===== src/rtl/firebird_regfile_pkg.sv =====
// Shared RV32I register-file types, used by decode, ALU and the register file.
// Address and data widths are fixed by the integer ISA.
package firebird_pkg;

    localparam int XLEN       = 32;
    localparam int REG_NUM    = 32;
    localparam int REG_ADDR_W = 5;

    typedef logic [REG_ADDR_W-1:0] reg_addr_t;
    typedef logic [XLEN-1:0]       xlen_t;

    localparam reg_addr_t ZERO_REG = 5'd0;

    function automatic logic wr_commit(input logic en, input reg_addr_t addr);
        return en && (addr != ZERO_REG);
    endfunction

endpackage


===== src/rtl/firebird_regfile_if.sv =====
// Register-file bus: two operand read ports, one debug read port, the
// writeback port and the committed-write counter.
interface firebird_regfile_if #(
    parameter int CNT_W = 32
);
    import firebird_pkg::*;

    reg_addr_t        rs1_addr;
    xlen_t            rs1_data;
    reg_addr_t        rs2_addr;
    xlen_t            rs2_data;
    logic             wr_en;
    reg_addr_t        wr_addr;
    xlen_t            wr_data;
    reg_addr_t        dbg_addr;
    xlen_t            dbg_data;
    logic [CNT_W-1:0] wr_count;

    modport master (
        output rs1_addr, rs2_addr, wr_en, wr_addr, wr_data, dbg_addr,
        input  rs1_data, rs2_data, dbg_data, wr_count
    );

    modport slave (
        input  rs1_addr, rs2_addr, wr_en, wr_addr, wr_data, dbg_addr,
        output rs1_data, rs2_data, dbg_data, wr_count
    );

endinterface


===== src/rtl/firebird_regfile_rdport.sv =====
// One combinational read port with the x0 rule and optional write forwarding.
// Forwarding is compiled in by FIREBIRD_REGFILE_BYPASS_EN.
module firebird_regfile_rdport
    import firebird_pkg::*;
(
    input  reg_addr_t addr_i,
    input  xlen_t     regs_i [REG_NUM],
    input  logic      byp_en_i,
    input  logic      wr_en_i,
    input  reg_addr_t wr_addr_i,
    input  xlen_t     wr_data_i,
    output xlen_t     data_o
);

`ifndef FIREBIRD_REGFILE_BYPASS_EN
    logic unused_byp;
    assign unused_byp = ^{byp_en_i, wr_en_i, wr_addr_i, wr_data_i};
`endif

    always_comb begin
        data_o = regs_i[addr_i];
`ifdef FIREBIRD_REGFILE_BYPASS_EN
        if (byp_en_i && wr_en_i && (wr_addr_i == addr_i)) begin
            data_o = wr_data_i;
        end
`endif
        // x0 wins over forwarding as well as over stored state
        if (addr_i == ZERO_REG) begin
            data_o = '0;
        end
    end

endmodule


===== src/rtl/firebird_regfile.sv =====
// RV32I integer register file, 32 x 32, with debug port and write counter.
// Optional same-cycle forwarding on rs1/rs2: FIREBIRD_REGFILE_BYPASS_EN.
module firebird_regfile
    import firebird_pkg::*;
#(
    parameter int CNT_W = 32
) (
    input logic               clk,
    input logic               rst_n,
    firebird_regfile_if.slave bus
);

    xlen_t            regs_q [REG_NUM];
    logic [CNT_W-1:0] cnt_q;
    logic [CNT_W-1:0] cnt_d;
    logic             commit;
    logic             byp_wr_en;

    assign commit = wr_commit(bus.wr_en, bus.wr_addr);
    assign cnt_d  = cnt_q + CNT_W'(1);

    // A write seen during reset must not leak through the forward path
    assign byp_wr_en = bus.wr_en & rst_n;

    always_ff @(posedge clk or negedge rst_n) begin
        if (!rst_n) begin
            for (int i = 0; i < REG_NUM; i++) begin
                regs_q[i] <= '0;
            end
            cnt_q <= '0;
        end else if (commit) begin
            regs_q[bus.wr_addr] <= bus.wr_data;
            cnt_q               <= cnt_d;
        end
    end

    assign bus.wr_count = cnt_q;

    firebird_regfile_rdport u_rs1 (
        .addr_i    (bus.rs1_addr),
        .regs_i    (regs_q),
        .byp_en_i  (1'b1),
        .wr_en_i   (byp_wr_en),
        .wr_addr_i (bus.wr_addr),
        .wr_data_i (bus.wr_data),
        .data_o    (bus.rs1_data)
    );

    firebird_regfile_rdport u_rs2 (
        .addr_i    (bus.rs2_addr),
        .regs_i    (regs_q),
        .byp_en_i  (1'b1),
        .wr_en_i   (byp_wr_en),
        .wr_addr_i (bus.wr_addr),
        .wr_data_i (bus.wr_data),
        .data_o    (bus.rs2_data)
    );

    firebird_regfile_rdport u_dbg (
        .addr_i    (bus.dbg_addr),
        .regs_i    (regs_q),
        .byp_en_i  (1'b0),
        .wr_en_i   (byp_wr_en),
        .wr_addr_i (bus.wr_addr),
        .wr_data_i (bus.wr_data),
        .data_o    (bus.dbg_data)
    );

endmodule


===== src/flat_wrapper.sv =====
// flat-port wrapper written by rule: the top's interface ports become plain ports
module firebird_regfile_flat import firebird_pkg::*;
#(
    parameter int CNT_W = 32
)
  (clk, rst_n, bus_rs1_addr, bus_rs2_addr, bus_wr_en, bus_wr_addr, bus_wr_data, bus_dbg_addr, bus_rs1_data, bus_rs2_data, bus_dbg_data, bus_wr_count);
  firebird_regfile_if #(.CNT_W(CNT_W)) bus_i ();
  input logic clk;
  input logic rst_n;
  input wire logic [$bits(bus_i.rs1_addr)-1:0] bus_rs1_addr;
  input wire logic [$bits(bus_i.rs2_addr)-1:0] bus_rs2_addr;
  input wire logic [$bits(bus_i.wr_en)-1:0] bus_wr_en;
  input wire logic [$bits(bus_i.wr_addr)-1:0] bus_wr_addr;
  input wire logic [$bits(bus_i.wr_data)-1:0] bus_wr_data;
  input wire logic [$bits(bus_i.dbg_addr)-1:0] bus_dbg_addr;
  output wire logic [$bits(bus_i.rs1_data)-1:0] bus_rs1_data;
  output wire logic [$bits(bus_i.rs2_data)-1:0] bus_rs2_data;
  output wire logic [$bits(bus_i.dbg_data)-1:0] bus_dbg_data;
  output wire logic [$bits(bus_i.wr_count)-1:0] bus_wr_count;
  assign bus_i.rs1_addr = bus_rs1_addr;
  assign bus_i.rs2_addr = bus_rs2_addr;
  assign bus_i.wr_en = bus_wr_en;
  assign bus_i.wr_addr = bus_wr_addr;
  assign bus_i.wr_data = bus_wr_data;
  assign bus_i.dbg_addr = bus_dbg_addr;
  assign bus_rs1_data = bus_i.rs1_data;
  assign bus_rs2_data = bus_i.rs2_data;
  assign bus_dbg_data = bus_i.dbg_data;
  assign bus_wr_count = bus_i.wr_count;
  firebird_regfile #(.CNT_W(CNT_W)) u_core (.clk(clk), .rst_n(rst_n), .bus(bus_i));
endmodule

===== config.mk =====
export PLATFORM = sky130hd
export DESIGN_NAME = firebird_regfile_flat
export DESIGN_NICKNAME = d
export VERILOG_FILES = /design/src/rtl/firebird_regfile_pkg.sv /design/src/rtl/firebird_regfile_if.sv /design/src/rtl/firebird_regfile_rdport.sv /design/src/rtl/firebird_regfile.sv /design/src/flat_wrapper.sv
export SDC_FILE = /design/constraint.sdc
export NUM_CORES = 2
export LEC_CHECK = 0
export CORE_MARGIN = 4
export CORE_UTILIZATION = 58
export DETAILED_ROUTE_END_ITERATION = 8
export GPL_TIMING_DRIVEN = 1
export PLACE_DENSITY = 0.82
export SLEW_MARGIN = 20
export SYNTH_ARGS = -nofsm -noshare
export SYNTH_HDL_FRONTEND = slang
export SYNTH_HIERARCHICAL = 1
export SYNTH_SLANG_ARGS = --single-unit

===== constraint.sdc =====
create_clock -name clk -period 3.5 [get_ports clk]
set_input_delay 0.525 -clock clk [delete_from_list [all_inputs] [get_ports clk]]
set_output_delay 0.525 -clock clk [all_outputs]
set_load 0.03 [all_outputs]

==> results.sh <==
export IMPL_timing_final_hold_violations=0
export IMPL_rows=122
export IMPL_violations="design-rule violations, negative setup slack"
export IMPL_clock_insertion_delay_worst_skew_ns=0.71
export IMPL_vias=48800
export IMPL_fp_dieW_um=342
export IMPL_io_buffer_count=182
export IMPL_router_iterations_before_antenna_repair=9
export IMPL_post_layout_nonfiller_instances=6198
export IMPL_p_per_area_nw_per_um2=538
export IMPL_cts_buffers_inserted=112
export IMPL_leakage_nw=31.4
export IMPL_average_vias_per_placed_instance=7.87
export IMPL_cts_sink_count=1056
export IMPL_post_synth_cell_area_avg_sq_um=14.7
export IMPL_timing_max_slew_rel_slack=0.108
export IMPL_rsz_0062_raised_after_global_routing="no"
export IMPL_area_delta_synth_final_pct=15.4
export IMPL_worst_endpoint_required_ns=2.97
export IMPL_layout_worst_path_cycle_share=1.00
export IMPL_hp_class="flip-flop to flip-flop"
export IMPL_floorplan_initialDensity=0.585
export IMPL_fin_crit_ns=3.51
export IMPL_finalWeightedCongestion=0.951
export IMPL_clock_tree_from_tritoncts="built"
export IMPL_crit_path_max_incr_delay_ns=0.69
export IMPL_maxSlewViolCount=0
export IMPL_h_tree_levels=3
export IMPL_finalSetupViolations=2
export IMPL_dp_hpwl_um=149000
export IMPL_drt_initial_drc_count=7444
export IMPL_detail_route_drc_violations=1
export IMPL_grt_util_all_layers=0.398
export IMPL_critical_path_slowest_cell="sky130_fd_sc_hd__a311oi_1"
export IMPL_layout_drive_gt1_share=0.539
export IMPL_grt_max_degree=87
export IMPL_cp_start_kind="input port"
export IMPL_seq_area_sq_um=26400
export IMPL_cp_common_cell="sky130_fd_sc_hd__buf_12"
export IMPL_grt_first_pass_wirelength_um=340000
export IMPL_grt_remaining_overflow=0
export IMPL_yosys_warnings=6
export IMPL_synthesis_nets=4475
export IMPL_die_height_um=342
export IMPL_critical_path_endpoint_type="output pin"
export IMPL_post_cts_setup_buffers=0
export IMPL_drv_cap=0
export IMPL_multiInputGateArea_sq_um=35600
export IMPL_clk_pin_slew_worst_paths_ns=0.06
export IMPL_number_of_antenna_violations_at_the_first_check_in_global_routing=14
export IMPL_antenna_violating_nets_post_route=0
export IMPL_cts_root_buffer_cell="sky130_fd_sc_hd__clkbuf_16"
export IMPL_peakVddDrop_mv=0.536
export IMPL_synth_cell_area_sq_um=64900
export IMPL_io_pin_count=183
export IMPL_run_status="complete, but fails checks"
export IMPL_worst_max_slew_pin_slew_ns=1.33
export IMPL_critPathArrivalTime_ns=2.98
export IMPL_worstPathMaxFanout=42
export IMPL_filler_cell_count=7351
export IMPL_fmaxAchievable_mhz=285
export IMPL_nets=4660
export IMPL_clock_skew_ns=0.00503
export IMPL_die_area_sq_um=117000
export IMPL_worst_slack_ns=-0.00706
export IMPL_mean_routed_wirelength_per_cell_um=37.9
export IMPL_routed_wirelength_um=235000
export IMPL_dp_cells=5977
export IMPL_core_area_sq_um=111000
export IMPL_worst_setup_path_type="input port to output pin"
export IMPL_syn_instance_count=4419
export IMPL_clock_tree_buffer_depth=3
export IMPL_final_core_util=0.675
export IMPL_number_of_global_route_vias_before_repair=49700
export IMPL_crit_path_cell_trace="buf_8 -> buf_12 -> buf_12 -> mux2i_1 -> a221oi_1 -> o21ai_1 -> a311oi_1 -> buf_4 -> buf_12"
## layout by cell type (no fill, tap or decap), types with 15 or more instances in the layout
master,n
sky130_fd_sc_hd__a221oi_1,72
sky130_fd_sc_hd__clkbuf_8,18
sky130_fd_sc_hd__nor2b_1,96
sky130_fd_sc_hd__a311oi_2,19
sky130_fd_sc_hd__nor2_4,19
sky130_fd_sc_hd__buf_4,323
sky130_fd_sc_hd__clkbuf_16,116
sky130_fd_sc_hd__nand2_2,15
sky130_fd_sc_hd__clkdlybuf4s50_1,64
sky130_fd_sc_hd__clkbuf_1,29
sky130_fd_sc_hd__a22oi_1,96
sky130_fd_sc_hd__clkinv_2,21
sky130_fd_sc_hd__buf_12,188
sky130_fd_sc_hd__mux2_2,1054
sky130_fd_sc_hd__dfrtp_1,1056
sky130_fd_sc_hd__o2111ai_1,24
sky130_fd_sc_hd__mux2i_1,192
sky130_fd_sc_hd__a311oi_1,77
sky130_fd_sc_hd__o21ai_1,159
sky130_fd_sc_hd__xor2_1,19
sky130_fd_sc_hd__mux2_1,35
sky130_fd_sc_hd__nand2_1,67
sky130_fd_sc_hd__a211oi_1,96
sky130_fd_sc_hd__diode_2,16
sky130_fd_sc_hd__mux4_2,672
## worst max-delay path, delay by kind of cell
family / cells / cell delay (ns)
muxes: 1 / 0.12
AOI/OAI and AO/OA: 3 / 1.11
buffers and inverters: 5 / 1.19
## final cells by class
type / instances / share of cell area
Multi-Input combinational cell: 2829 / 0.476
Sequential cell: 1056 / 0.353
Timing Repair Buffer: 601 / 0.0947
Clock buffer: 163 / 0.0435
Tap cell: 1488 / 0.0249
Clock inverter: 41 / 0.00719
Antenna cell: 16 / 0.000535
Inverter: 4 / 0.000301
## repair_timing
action	4_1_cts	5_1_grt
hold buffers	1	0
hold endpoints to repair	45	0
endpoints found under the setup margin	0	6
gates resized for setup	0	6
## final timing paths
path                       cells past startpoint                 endpoint  slack, ns              startpoint
min                                            0      u_core/regs_q[1023]       0.41     u_core/regs_q[1023]
max                                            9         bus_dbg_data[13]     -0.007         bus_dbg_addr[2]
max in group asynchronous                      3       u_core/regs_q[251]       1.90                   rst_n
max reg2reg                                    5  u_core/bus.wr_count[16]       1.39  u_core/bus.wr_count[0]
min reg2reg                                    0      u_core/regs_q[1023]       0.41     u_core/regs_q[1023]
min in group asynchronous                      2       u_core/regs_q[119]       0.43                   rst_n
## state kept, by name (all words and copies together) (netlist names)
signal and cells:
u_core/regs_q 1024, u_core/bus.wr_count 32
## layer usage
layer / track usage / wire length (um) / vias up
met1: 0.482 / 75300 / 24700
met5: 0.00750 / 156 / -
met4: 0.271 / 20500 / 8
met2: 0.564 / 99400 / 4669
li1: - / - / 18000
met3: 0.192 / 39400 / 1405
## power breakdown
part           total [W]  switching [W]  internal, W  leakage (nW)
registers         0.0169        0.00236       0.0145          13.6
clock network     0.0125        0.00517      0.00731          1.87
logic             0.0109        0.00467      0.00628          16.0
## through the flow
step	hold slack, ns	area [sq um]	total power (W)	setup WS (ns)	setup TNS [ns]
6_report	0.414	74800	0.0403	-0.00706	-0.0140
4_1_cts	0.416	74800	0.0399	0.0474	0
2_1_floorplan	0.229	64900	0.0235	0.649	0
3_5_place_dp	0.403	71000	0.0275	0.0603	0
5_1_grt	0.429	74800	0.0415	0.00101	0
3_3_place_gp	0.394	70900	0.0269	0.0401	0
(Power assumes the default switching activity.)
